--- src/rtl/mem_arbiter.sv ---
// mem_arbiter: shares a single-port synchronous 16-bit RAM between loader, data and fetch
// requesters using fixed 3-cycle transactions. Define MEM_ARB_RR_EN for round-robin data/fetch.
module mem_arbiter #(
    parameter int unsigned ADDR_W       = 10,
    parameter int unsigned STARVE_LIMIT = 4
) (
    input  logic              clk,
    input  logic              rst,
    input  logic              ld_req,
    input  logic              ld_we,
    input  logic [15:0]       ld_addr,
    input  logic [15:0]       ld_wdata,
    output logic              ld_ack,
    input  logic              d_req,
    input  logic              d_we,
    input  logic [15:0]       d_addr,
    input  logic [15:0]       d_wdata,
    output logic              d_ack,
    input  logic              f_req,
    input  logic [15:0]       f_addr,
    output logic              f_ack,
    output logic [15:0]       rdata,
    output logic              mem_en,
    output logic              mem_we,
    output logic [ADDR_W-1:0] mem_addr,
    output logic [15:0]       mem_wdata,
    input  logic [15:0]       mem_rdata,
    output logic [1:0]        grant,
    output logic              busy
);
    localparam logic [1:0] GntNone  = 2'b00;
    localparam logic [1:0] GntLd    = 2'b01;
    localparam logic [1:0] GntData  = 2'b10;
    localparam logic [1:0] GntFetch = 2'b11;

    typedef enum logic [1:0] {StIdle, StIssue, StDone} state_e;

    state_e              r_state, w_state_d;
    logic [1:0]          r_grant, w_grant_d, w_win;
    logic                r_we, w_sel_we;
    logic [ADDR_W-1:0]   r_addr, w_sel_addr;
    logic [15:0]         r_wdata, w_sel_wdata;
    logic                w_fetch_first;
    logic                w_done;
    logic                w_unused_addr;

    assign w_unused_addr = ^{ld_addr[15:ADDR_W], d_addr[15:ADDR_W], f_addr[15:ADDR_W]};

`ifdef MEM_ARB_RR_EN
    logic r_last_fetch, w_last_fetch_d;
    assign w_fetch_first = !r_last_fetch;
`else
    logic [3:0] r_starve, w_starve_d;
    assign w_fetch_first = (r_starve >= 4'(STARVE_LIMIT));
`endif

    // Loader has absolute priority; data/fetch ties resolved by the fairness policy.
    always_comb begin
        w_win = GntNone;
        if (ld_req) begin
            w_win = GntLd;
        end else if (d_req && f_req) begin
            w_win = w_fetch_first ? GntFetch : GntData;
        end else if (d_req) begin
            w_win = GntData;
        end else if (f_req) begin
            w_win = GntFetch;
        end
    end

    always_comb begin
        w_sel_we    = 1'b0;
        w_sel_addr  = f_addr[ADDR_W-1:0];
        w_sel_wdata = '0;
        case (w_win)
            GntLd: begin
                w_sel_we    = ld_we;
                w_sel_addr  = ld_addr[ADDR_W-1:0];
                w_sel_wdata = ld_wdata;
            end
            GntData: begin
                w_sel_we    = d_we;
                w_sel_addr  = d_addr[ADDR_W-1:0];
                w_sel_wdata = d_wdata;
            end
            default: ;
        endcase
    end

    always_comb begin
        w_state_d = r_state;
        w_grant_d = r_grant;
`ifdef MEM_ARB_RR_EN
        w_last_fetch_d = r_last_fetch;
`else
        w_starve_d = r_starve;
`endif
        case (r_state)
            StIdle: begin
                if (w_win != GntNone) begin
                    w_state_d = StIssue;
                    w_grant_d = w_win;
                end
`ifdef MEM_ARB_RR_EN
                if (w_win == GntData) begin
                    w_last_fetch_d = 1'b0;
                end else if (w_win == GntFetch) begin
                    w_last_fetch_d = 1'b1;
                end
`else
                if (f_req && w_win != GntFetch) begin
                    w_starve_d = (r_starve == 4'hF) ? r_starve : r_starve + 4'd1;
                end else begin
                    w_starve_d = '0;
                end
`endif
            end
            StIssue: w_state_d = StDone;
            StDone: begin
                w_state_d = StIdle;
                w_grant_d = GntNone;
            end
            default: begin
                w_state_d = StIdle;
                w_grant_d = GntNone;
            end
        endcase
    end

    always_ff @(posedge clk) begin
        if (rst) begin
            r_state <= StIdle;
            r_grant <= GntNone;
            r_we    <= 1'b0;
            r_addr  <= '0;
            r_wdata <= '0;
`ifdef MEM_ARB_RR_EN
            r_last_fetch <= 1'b1;
`else
            r_starve <= '0;
`endif
        end else begin
            r_state <= w_state_d;
            r_grant <= w_grant_d;
`ifdef MEM_ARB_RR_EN
            r_last_fetch <= w_last_fetch_d;
`else
            r_starve <= w_starve_d;
`endif
            if (r_state == StIdle && w_win != GntNone) begin
                r_we    <= w_sel_we;
                r_addr  <= w_sel_addr;
                r_wdata <= w_sel_wdata;
            end
        end
    end

    // Gating by rst keeps a write in flight from landing when reset hits during ISSUE.
    assign mem_en    = (r_state == StIssue) && !rst;
    assign mem_we    = mem_en && r_we;
    assign mem_addr  = r_addr;
    assign mem_wdata = r_wdata;

    assign w_done = (r_state == StDone);
    assign ld_ack = w_done && (r_grant == GntLd);
    assign d_ack  = w_done && (r_grant == GntData);
    assign f_ack  = w_done && (r_grant == GntFetch);
    assign rdata  = w_done ? mem_rdata : '0;
    assign grant  = r_grant;
    assign busy   = (r_state != StIdle);
endmodule

--- config.mk ---
export PLATFORM = sky130hd
export DESIGN_NAME = mem_arbiter
export DESIGN_NICKNAME = d
export VERILOG_FILES = /design/src/rtl/mem_arbiter.sv
export SDC_FILE = /design/constraint.sdc
export NUM_CORES = 1
export LEC_CHECK = 0
export BUFFER_PORTS_ARGS = -buffer_cell sky130_fd_sc_hd__buf_2
export CAP_MARGIN = 10
export CORE_MARGIN = 2
export CORE_UTILIZATION = 38
export CTS_CLUSTER_SIZE = 14
export DETAILED_ROUTE_END_ITERATION = 8
export PLACE_DENSITY = 0.89
export SETUP_SLACK_MARGIN = 0.1
export SKIP_LAST_GASP = 1
export SLEW_MARGIN = 0
export SYNTH_ARGS = -nofsm -noshare
export SYNTH_HDL_FRONTEND = slang
export SYNTH_SLANG_ARGS = --single-unit
export TNS_END_PERCENT = 5
--- constraint.sdc ---
create_clock -name clk -period 3.1 [get_ports clk]
set_input_delay 0.155 -clock clk [delete_from_list [all_inputs] [get_ports clk]]
set_output_delay 0.155 -clock clk [all_outputs]
set_load 0.1 [all_outputs]
### Yosys cells after proc, flatten, opt, wreduce, memory -nomap -nowiden

Cells that the tools add are included.

| storage, ports and cells | value |
|---|---|
| bits in registers | 35 |
| memories | 0 |
| latch bits | 0 |
| bits in writable memories | 0 |
| output and inout port bits | 50 |
| bits in read-only memories | 0 |

| cells by class | value |
|---|---|
| bitwise gates (word level) | 1 |
| multiply operators | 0 |
| magnitude comparators | 1 |
| $add $sub $neg | 1 |
| equality and inequality tests | 11 |
| shift operators | 0 |
| multiplexer cells | 15 |
| div/mod/pow operators | 0 |
| reductions and logical operators | 14 |

Operators by type and width:

| cell | count |
|---|---|
| 16-bit one-hot mux with 2 select lines | 1 |
| 10-bit one-hot mux with 2 select lines | 1 |
| 16-bit 2-to-1 mux | 1 |
| 2-bit 2-to-1 mux | 6 |
| 2-bit equality test, second input constant | 4 |
| 1-bit logical AND | 8 |
| 4-bit 2-to-1 mux | 2 |
| 2-bit one-hot mux with 2 select lines | 2 |
| 2-bit by 1-bit equality test with 1-bit output, second input constant | 3 |
| 2-bit inequality test, second input constant | 3 |
| 4-bit by 1-bit adder with 4-bit output, second input constant | 1 |
| 4-bit equality test, second input constant | 1 |
| 4-bit by 3-bit >= comparator with 1-bit output, second input constant | 1 |
| 2-bit AND reduction | 2 |
| 2-bit nonzero test | 2 |
| 2-bit zero test | 1 |
| 1-bit one-hot mux with 2 select lines | 1 |
| 1-bit zero test | 1 |
| 1-bit 2-to-1 mux | 1 |
| 1-bit NOT | 1 |

### Depth between registers and ports, before layout

Gate-level depths: netlist of run 1.

| depth | value |
|---|---|
| depth in word-level cells | 8 |
| depth in mapped cells | 9 |
| gate-level depth less buffers | 7 |

### Least setup slack after synthesis of run 1

OpenSTA, ideal clock, no wires.

| path | value |
|---|---|
| path kind | register -> output |
| from | register r_grant[0], in the netlist grant[0] |
| to | output ld_ack |
| path buffers | 0 |
| stages on the path, launching flop included | 3 |
| arrival time | 2.348 ns |
| setup slack | 0.597 ns |
| cells stage by stage | dfxtp_1 nand2_1 nor2_1 |

| between the ends | value |
|---|---|
| longest elaborated chain between the ends | 2 |

RTL lines:

| item | line | source |
|---|---|---|
| start: declaration | 39 | `logic [1:0] r_grant, w_grant_d, w_win;` |
| start signal: assignment | 133 | `r_grant <= GntNone;` |
| start signal: assignment | 144 | `r_grant <= w_grant_d;` |
| 2-bit by 1-bit equality test with 1-bit output | 165 | `assign ld_ack = w_done && (r_grant == GntLd);` |
| 1-bit logical AND | 165 |  |
| end: declaration | 13 | `output logic ld_ack,` |

No other way between the ends.

### Final worst setup path of run 1

| path | value |
|---|---|
| from | register r_starve[2] |
| to | register r_wdata[1], in the netlist mem_wdata[1] |

| between the ends | value |
|---|---|
| longest elaborated chain between the ends | 6 |

RTL lines:

| item | line | source |
|---|---|---|
| start: declaration | 53 | `logic [3:0] r_starve, w_starve_d;` |
| start signal: assignment | 148 | `r_starve <= w_starve_d;` |
| 4-bit by 3-bit >= comparator with 1-bit output (*) | 54 | `assign w_fetch_first = (r_starve >= 4'(STARVE_LIMIT));` |
| 1-bit 2-to-1 mux (*) | 63 | `w_win = w_fetch_first ? GntFetch : GntData;` |
| 2-bit 2-to-1 mux (*) | 62 | `end else if (d_req && f_req) begin` |
| 2-bit 2-to-1 mux (*) | 60 | `if (ld_req) begin` |
| 2-bit equality test (tied with other cells) | 75 | `case (w_win)` |
| 16-bit one-hot mux with 2 select lines / 1-bit logical AND (equally long branches) | 75, 150 |  |
| end signal: assignment | 153 | `r_wdata <= w_sel_wdata;` |
| end: declaration | 42 | `logic [15:0] r_wdata, w_sel_wdata;` |

Mark *: on every way between the ends. The rest lies on a longest branch, timed or not.
A chain may end at the register's enable or synchronous reset.

==> impl_metrics.csv, run 1 <==
group,metric,value,unit
synth,ys_warn_count,0,
synth,ys_ff_latch,35,
pwr,total_power,1310,uW
timing,fin_skew,0.00638,ns
clock_tree,cts_made_buffers,5,
worst_setup_path,start_kind,"flip-flop",
die,num_io_pins,153,
worst_setup_path,reg2reg_depth,7,
cells_and_area,layout_commonest_cell,"buf_2",
pwr,switchingPower,553,uW
detailed_routing,drtIter0Drc,71,
worst_setup_path,crit_path_max_incr_delay,0.64,ns
clock_tree,clkTransAtPathRegs,0.07,ns
pwr,pwr-share-clk,23.3,%
global_route,grt_max_degree,28,
detailed_routing,final_antenna_net_count,0,
detailed_routing,via_per_inst,5.23,
detailed_routing,routedWlPerCell,13.2,um
clock_tree,cts_sinks,35,
timing,slew_viol_final,0,
global_route,antenna_found_initial,0,
global_route,grt_pass1_wl,7.55,mm
timing,finalSetupTns,0,ns
pwr,pwr_density_cell,510,nW/um^2
worst_setup_path,required,3.26,ns
worst_setup_path,crit_fanout,21,
cells_and_area,syn_to_final_growth,41.6,%
cells_and_area,final_cell_mix,"buf_2 (134), dfxtp_1 (35), a22oi_1 (27)",
cells_and_area,layout-drive-gt1-share,50.0,%
pwr,swShare,42.1,%
cells_and_area,final_nets,425,
worst_setup_path,critical_path_class,"flip-flop to flip-flop",
timing,final-setup-viol-count,0,
worst_hold_path,min_path_type,"input port to flip-flop",
timing,tightest_slew,1.03,ns
die,core_area,4660,sq um
cells_and_area,final_area,2580,sq um
worst_setup_path,crit_chain,"or3b_2 -> a21oi_1 -> inv_1 -> ha_1 -> nand2b_1 -> buf_4 -> o2bb2ai_1",
worst_setup_path,crit_arrival,2.71,ns
timing,post-route-min-period,2.55,ns
clock_tree,cts_resized,0,
pwr,power.internal,760,uW
clock_tree,h-tree-depth,2,
timing,hold_violations,0,
timing,relSlewSlack,31.5,%
outcome,status,"completed",
detailed_routing,route.detailed.drc,0,
clock_tree,cts_hold_buf,0,
placement,dpl.hpwl,3.75,mm
global_route,grt_pass1_vias,1745,
die,die_height,73.2,um
detailed_routing,vias,1945,
pwr,p_leak,0.00132,uW
clock_tree,cts_buffer_depth,2,
detailed_routing,drt-total-wl,4.90,mm
timing,max_freq,0.392,GHz
clock_tree,cts_root_buffer,"clkbuf_8",
timing,hold_ws,0.151,ns
cells_and_area,diodes,0,
synth,avgSynthCellArea,9.68,sq um
worst_hold_path,hold_depth,3,
detailed_routing,firstDrtPassIters,4,
flow_run,maxCapViolCount,0,
die,num_rows,25,
placement,placed_cell_area,2490,sq um
worst_setup_path,worstSetupEndpointType,"flip-flop",
die,die_w,73.2,um
synth,synth.yosys.seq_area_share,38.5,%
synth,syn_inst,188,
clock_tree,cts_tree,"done",
global_route,overflow,0,
clock_tree,clk-insertion-delay-late,0.27,ns
global_route,grt_util_all_layers,17.6,%
die,start_util,39.0,%
clock_tree,cts_setup_buffers,0,
synth,synth_cell_types,36,
die,die-area,5360,sq um
placement,portBuffers,134,
placement,place_congestion,0.953,
synth,synth_nets,296,
synth,synth_area,1820,sq um
pwr,ir_worst_vdd,0.269,mV
timing,fin_crit_sh,82.2,%
pwr,p_seq_share,38.3,%
pwr,p_comb_share,38.4,%
cells_and_area,fillers,428,
worst_setup_path,slowest_stage,"ha_1",
timing,grt_setup_unrepaired,"no",
Yosys cell counts (all sizes together):
cell	n	area, sq um
nand3	1	5.00
and3	3	18.8
and2	18	113
o21bai	2	15.0
nand2b	1	6.26
nand2	12	45.0
nor2	5	21.3
a211oi	1	7.51
o21ai	12	60.1
mux2i	1	10.0
o2bb2ai	17	211
nor3	3	15.0
and3b	1	8.76
ha	5	62.6
nor2b	2	12.5
a31o	1	8.76
a22oi	27	203
buf	11	72.6
mux2	1	11.3
nor4	1	21.3
o22ai	1	6.26
nor3b	1	7.51
or3b	2	17.5
dfxtp	35	701
and4	1	8.76
o211ai	1	7.51
clkbuf	5	20.0
a21oi	3	15.0
inv	3	11.3
a22o	11	96.3
worst max-delay path: cells and delay by family, from the launching register on:
family	cells	cell delay (ns)
compound gates	2	0.42
fa+ha+maj	1	0.64
buf+inv	2	0.37
flops	1	0.35
simple gates	2	0.64
layout make-up:
type | count | area (sq um) | share of cell area, %
well taps | 54 | 67.6 | 2.62
clock inverters | 1 | 5.00 | 0.194
inverters | 3 | 11.3 | 0.437
repair buffers | 138 | 701 | 27.2
multi-input cells | 134 | 1010 | 39.4
flip-flops and latches | 35 | 701 | 27.2
clock buffers | 7 | 76.3 | 2.96
metrics by stage:
| step | instances | worst slack, ns | util (%) |
|---|---|---|---|
| after floorplan | 188 | 0.597 | - |
| after global placement | 364 | 0.596 | 53.5 |
| after detailed placement | 364 | 0.511 | 53.5 |
| after CTS | 372 | 0.517 | 55.3 |
| after global routing | 372 | 0.304 | 55.3 |
| final | 372 | 0.550 | 55.3 |
cells by family (layout without fill, tap and decap cells):
kind of cell	count (synthesis)	in the layout	share of synthesized area [%]
AOI/OAI and AO/OA	76	76	34.7
and+or+nand+nor	51	51	16.5
DFF	35	35	38.5
buffers and inverters	19	149	5.71
adders and majority gates	5	5	3.44
muxes	2	2	1.17
path summary, 6_finish.rpt:
kind / startpoint / endpoint / slack, ns
max reg2reg: r_starve[2] / mem_wdata[1] / 0.55
max: r_starve[2] / mem_wdata[1] / 0.55
min reg2reg: mem_wdata[3] / mem_wdata[3] / 0.46
min: ld_we / r_we / 0.15
flip-flops by register name, indices dropped and copies added, names as in the netlist:
name and cells:
mem_addr 10, grant 2, r_we 1, r_state 2
r_starve 4, mem_wdata 16
power by group through the flow:
stage,Combinational (uW),Sequential [uW],Clock (uW)
2_1_floorplan,215,695,0
3_3_place_gp,499,512,0
3_5_place_dp,506,513,0
4_1_cts,506,503,319
5_1_grt,531,507,340
6_report,504,503,306
metal layers:
metal	vias to the layer above	GRT usage [%]	wire, um
li1	962	-	-
met5	-	0	0
met1	891	20.6	2000
met4	0	4.12	33
met2	86	30.9	2450
met3	6	5.80	414
No activity file was read; power rests on OpenSTA's default activity.
==> run 2: changes to the inputs <==
CORE_UTILIZATION = 35   (was 38)
PLACE_DENSITY = 0.86   (was 0.89)
clock period = 2.2 ns   (was 3.1 ns; I/O delays follow)
==> impl_metrics.csv, run 2 (synthesis results as in run 1) <==
group,metric,value,unit
cells_and_area,final_nets,434,
detailed_routing,firstDrtPassIters,4,
pwr,total_power,1950,uW
pwr,pwr-share-clk,25.8,%
outcome,status,"completed",
detailed_routing,drtIter0Drc,72,
worst_hold_path,hold_depth,3,
detailed_routing,drt-total-wl,4.94,mm
clock_tree,cts_sinks,35,
worst_setup_path,crit_arrival,2.34,ns
worst_hold_path,min_path_type,"input port to flip-flop",
pwr,swShare,40.7,%
flow_run,maxCapViolCount,0,
timing,slew_viol_final,0,
worst_setup_path,crit_fanout,2,
die,num_rows,26,
global_route,grt_util_all_layers,17.1,%
global_route,overflow,0,
timing,hold_ws,0.0927,ns
cells_and_area,utilization,53.6,%
worst_setup_path,ff2ff_setup_slack,0.09,ns
cells_and_area,layout_commonest_cell,"buf_2",
timing,hold_violations,0,
timing,fin_skew,0.00467,ns
pwr,p_comb_share,37.8,%
pwr,p_leak,0.00139,uW
global_route,antenna_found_initial,0,
clock_tree,cts_tree,"done",
pwr,ir_worst_vdd,0.395,mV
detailed_routing,final_antenna_net_count,0,
die,num_io_pins,153,
detailed_routing,routedWlPerCell,12.5,um
global_route,grt_pass1_vias,1863,
worst_hold_path,min_from,"ld_wdata[9]",
placement,place_congestion,0.730,
clock_tree,cts_hold_buf,0,
die,die-area,5790,sq um
placement,placed_cell_area,2590,sq um
cells_and_area,final_cell_mix,"buf_2 (134), dfxtp_1 (35), a22oi_1 (27)",
clock_tree,cts_made_buffers,5,
cells_and_area,regArea,701,sq um
pwr,p_seq_share,36.4,%
timing,post-route-min-period,2.11,ns
worst_setup_path,reg2reg_depth,7,
cells_and_area,final_area,2720,sq um
clock_tree,clkTransAtPathRegs,0.07,ns
pwr,power.internal,1160,uW
worst_setup_path,start_kind,"flip-flop",
cells_and_area,diodes,0,
pwr,switchingPower,794,uW
timing,setup_ws,0.0925,ns
cells_and_area,syn_to_final_growth,49.5,%
timing,grt_setup_unrepaired,"yes",
cells_and_area,layout-drive-gt1-share,52.9,%
global_route,grt_max_degree,28,
worst_setup_path,required,2.43,ns
timing,relSlewSlack,67.2,%
global_route,grt_pass1_wl,8.23,mm
clock_tree,cts_root_buffer,"clkbuf_8",
timing,fin_crit_sh,95.8,%
placement,dpl_worst_slack,0.0664,ns
pwr,pwr_density_cell,717,nW/um^2
worst_setup_path,r2r-end,"r_starve[0]",
timing,max_freq,0.474,GHz
detailed_routing,route.detailed.drc,0,
clock_tree,h-tree-depth,2,
worst_setup_path,regToRegStartpoint,"r_starve[2]",
placement,dpl.hpwl,3.83,mm
die,core_area,5070,sq um
cells_and_area,multiInputGateArea,1030,sq um
die,die_w,76.1,um
die,start_util,35.8,%
timing,final-setup-viol-count,0,
cells_and_area,fillers,472,
worst_setup_path,critical_path_class,"flip-flop to flip-flop",
worst_hold_path,holdPathEnd,"mem_wdata[9]",
cells_and_area,largest_reg_flops,16,
worst_setup_path,worstSetupEndpointType,"flip-flop",
clock_tree,cts_buffer_depth,2,
detailed_routing,vias,1973,
die,die_height,76.1,um
detailed_routing,via_per_inst,4.97,
clock_tree,clk-insertion-delay-late,0.28,ns
timing,tightest_slew,0.495,ns
placement,portBuffers,134,
run 2: worst max-delay path by stage:
stage	startpoint	end	slack [ns]	depth (start not counted)
floorplan	r_starve[2]	mem_wdata[10]	0.01	9
global placement	r_starve[3]	mem_wdata[2]	0.12	8
finish	r_starve[2]	r_starve[0]	0.09	7
global route	r_starve[2]	r_starve[0]	-0.004	7
detailed placement	r_starve[2]	r_starve[0]	0.07	7
CTS	r_starve[3]	mem_wdata[5]	0.07	8
run 2: timing repair:
action,4_1_cts,5_1_grt
pin swaps,0,1
cloned,0,0
buffers inserted,0,2
endpoints found under the setup margin,20,40
gates resized for setup,1,2
run 2: worst max-delay path: stages (launching register included):
cell and delay, ns:
dfxtp_1 0.30, or3b_2 0.46, a21oi_1 0.21, inv_1 0.09
ha_1 0.21, or3b_1 0.41, o22ai_1 0.19, mux2_2 0.18
run 2: final cells by class:
type	count	share of cell area, %
clock buffers	8	3.68
inverters	3	0.414
multi-input cells	134	37.8
flip-flops and latches	35	25.8
well taps	70	3.22
repair buffers	147	29.2
run 2: metal layers:
layer  track usage (%)  routed length, um
met1              19.4               2040
met2              30.6               2440
met3              4.98                408
met4              5.82                 64
met5                 0                  0
run 2: power groups by stage:
stage,registers (uW),clock network (uW),logic (uW)
detailed placement,721,0,734
global placement,722,0,723
CTS,709,522,736
global route,716,546,782
floorplan,979,0,303
finish,710,503,737
run 2: metrics by stage:
| stage | cells | TNS [ns] |
|---|---|---|
| global placement | 387 | 0 |
| CTS | 395 | 0 |
| floorplan | 188 | 0 |
| detailed placement | 387 | 0 |
| global route | 397 | -0.00435 |
| finish | 397 | 0 |
==> run 3: changes to the inputs <==
==> constraint.sdc (replaced) <==
create_clock -name clk -period 2.2 [get_ports clk]
set_input_delay 0 -clock clk [delete_from_list [all_inputs] [get_ports clk]]
set_output_delay 0 -clock clk [all_outputs]
set_load 0.1 [all_outputs]
==> impl_metrics.csv, run 3 (synthesis results as in run 1) <==
group,metric,value,unit
cells_and_area,regArea,701,sq um
detailed_routing,via_per_inst,4.97,
worst_setup_path,ff2ff_setup_slack,0.11,ns
timing,fin_crit_sh,95.0,%
detailed_routing,drt-total-wl,5.41,mm
cells_and_area,diodes,0,
global_route,grt-busiest-layer,"met2",
clock_tree,cts_root_buffer,"clkbuf_8",
clock_tree,cts_sinks,35,
global_route,overflow,0,
detailed_routing,routedWlPerCell,13.1,um
worst_setup_path,start_kind,"flip-flop",
global_route,grt_util_all_layers,18.7,%
pwr,p_leak,0.00145,uW
pwr,ir_worst_vdd,0.391,mV
cells_and_area,syn_to_final_growth,58.8,%
worst_setup_path,crit_arrival,2.32,ns
detailed_routing,vias,2049,
die,num_rows,26,
die,die-area,5790,sq um
pwr,pwr_density_cell,684,nW/um^2
global_route,grtUsageMet3,5.81,%
worst_setup_path,critical_path_class,"flip-flop to flip-flop",
cells_and_area,layout-drive-gt1-share,50.9,%
timing,relSlewSlack,67.1,%
clock_tree,cts_tree,"done",
timing,post-route-min-period,2.09,ns
clock_tree,clkTransAtPathRegs,0.07,ns
clock_tree,cts_made_buffers,5,
placement,placed_cell_area,2590,sq um
detailed_routing,route.detailed.drc,0,
worst_setup_path,crit_fanout,2,
timing,max_freq,0.479,GHz
clock_tree,cts_buffer_depth,2,
detailed_routing,drtIter0Drc,101,
clock_tree,clk-insertion-delay-late,0.28,ns
worst_hold_path,min_path_type,"input port to flip-flop",
flow_run,maxCapViolCount,0,
cells_and_area,multiInputGateArea,1040,sq um
outcome,status,"completed",
clock_tree,h-tree-depth,2,
timing,finalSetupTns,0,ns
placement,dpl.hpwl,3.81,mm
die,die_w,76.1,um
global_route,grtUsageMet2,35.4,%
timing,final-setup-viol-count,0,
timing,grt_setup_unrepaired,"yes",
detailed_routing,final_antenna_net_count,0,
cells_and_area,final_area,2890,sq um
detailed_routing,firstDrtPassIters,4,
global_route,grt_max_degree,28,
timing,tightest_slew,0.497,ns
global_route,grt_pass1_wl,8.98,mm
cells_and_area,largest_reg_flops,16,
cells_and_area,final_cell_mix,"buf_2 (134), dfxtp_1 (35), a22oi_1 (27)",
global_route,antenna_found_initial,0,
cells_and_area,layout_commonest_cell,"buf_2",
worst_setup_path,worstSetupEndpointType,"flip-flop",
global_route,grt_pass1_vias,2065,
timing,hold_violations,0,
die,num_io_pins,153,
placement,portBuffers,134,
worst_setup_path,required,2.43,ns
die,die_height,76.1,um
cells_and_area,fillers,487,
die,core_area,5070,sq um
timing,slew_viol_final,0,
timing,fin_skew,0.00339,ns
cells_and_area,final_nets,449,
die,start_util,35.8,%
placement,place_congestion,0.754,
global_route,grt_use_met1,19.4,%
[run 3: final timing paths]
path	depth (start not counted)	start	to
setup / recovery	7	r_starve[2]	r_starve[0]
hold / removal	3	ld_wdata[10]	mem_wdata[10]
setup reg to reg	7	r_starve[2]	r_starve[0]
hold reg to reg	1	mem_wdata[2]	mem_wdata[2]
[run 3: report_power, final]
group	internal (uW)	leakage [uW]	total, uW	switching, uW
combinational	212	0.00111	764	552
sequential	677	0.000285	710	33.2
clock	286	0.0000515	503	217
[run 3: metal layers]
| metal | wire (um) | share of wire (%) |
|---|---|---|
| met5 | 0 | 0 |
| met4 | 85 | 1.6 |
| met3 | 451 | 8.3 |
| met2 | 2780 | 51 |
| met1 | 2090 | 39 |
[run 3: critical path, cell delays in order, from the launching register on]
cell	delay, ns
dfxtp_1	0.31
or3b_2	0.47
a21oi_2	0.15
inv_1	0.08
ha_1	0.22
or3b_4	0.43
nor3b_4	0.21
mux2_2	0.16
[run 3: what timing repair did]
item,4_1_cts,5_1_grt
setup buffers,0,1
hold buffers,16,0
gates cloned,0,0
endpoints found under the hold margin,15,0
pin swaps,0,3
gates resized for setup,3,3
setup endpoints to repair,15,28
[run 3: per-stage QoR]
stage | power [uW] | hold slack [ns] | utilization (%) | std cells | setup slack, ns
after global routing | 2070 | 0.00329 | 56.9 | 412 | 0.0202
after floorplan | 1280 | 0.175 | - | 188 | 0.0120
after detailed placement | 1450 | 0.276 | 51.1 | 387 | 0.0363
after global placement | 1440 | 0.264 | 51.1 | 387 | 0.125
after CTS | 1990 | 0.000222 | 56.5 | 411 | 0.100
final | 1980 | 0.000538 | 56.9 | 412 | 0.110
[run 3: area by class of cell]
type | instances | area share [%]
Multi-Input combinational cell | 134 | 36.1
Sequential cell | 35 | 24.3
Tap cell | 70 | 3.03
Inverter | 3 | 0.390
Timing Repair Buffer | 162 | 32.7
Clock buffer | 8 | 3.46
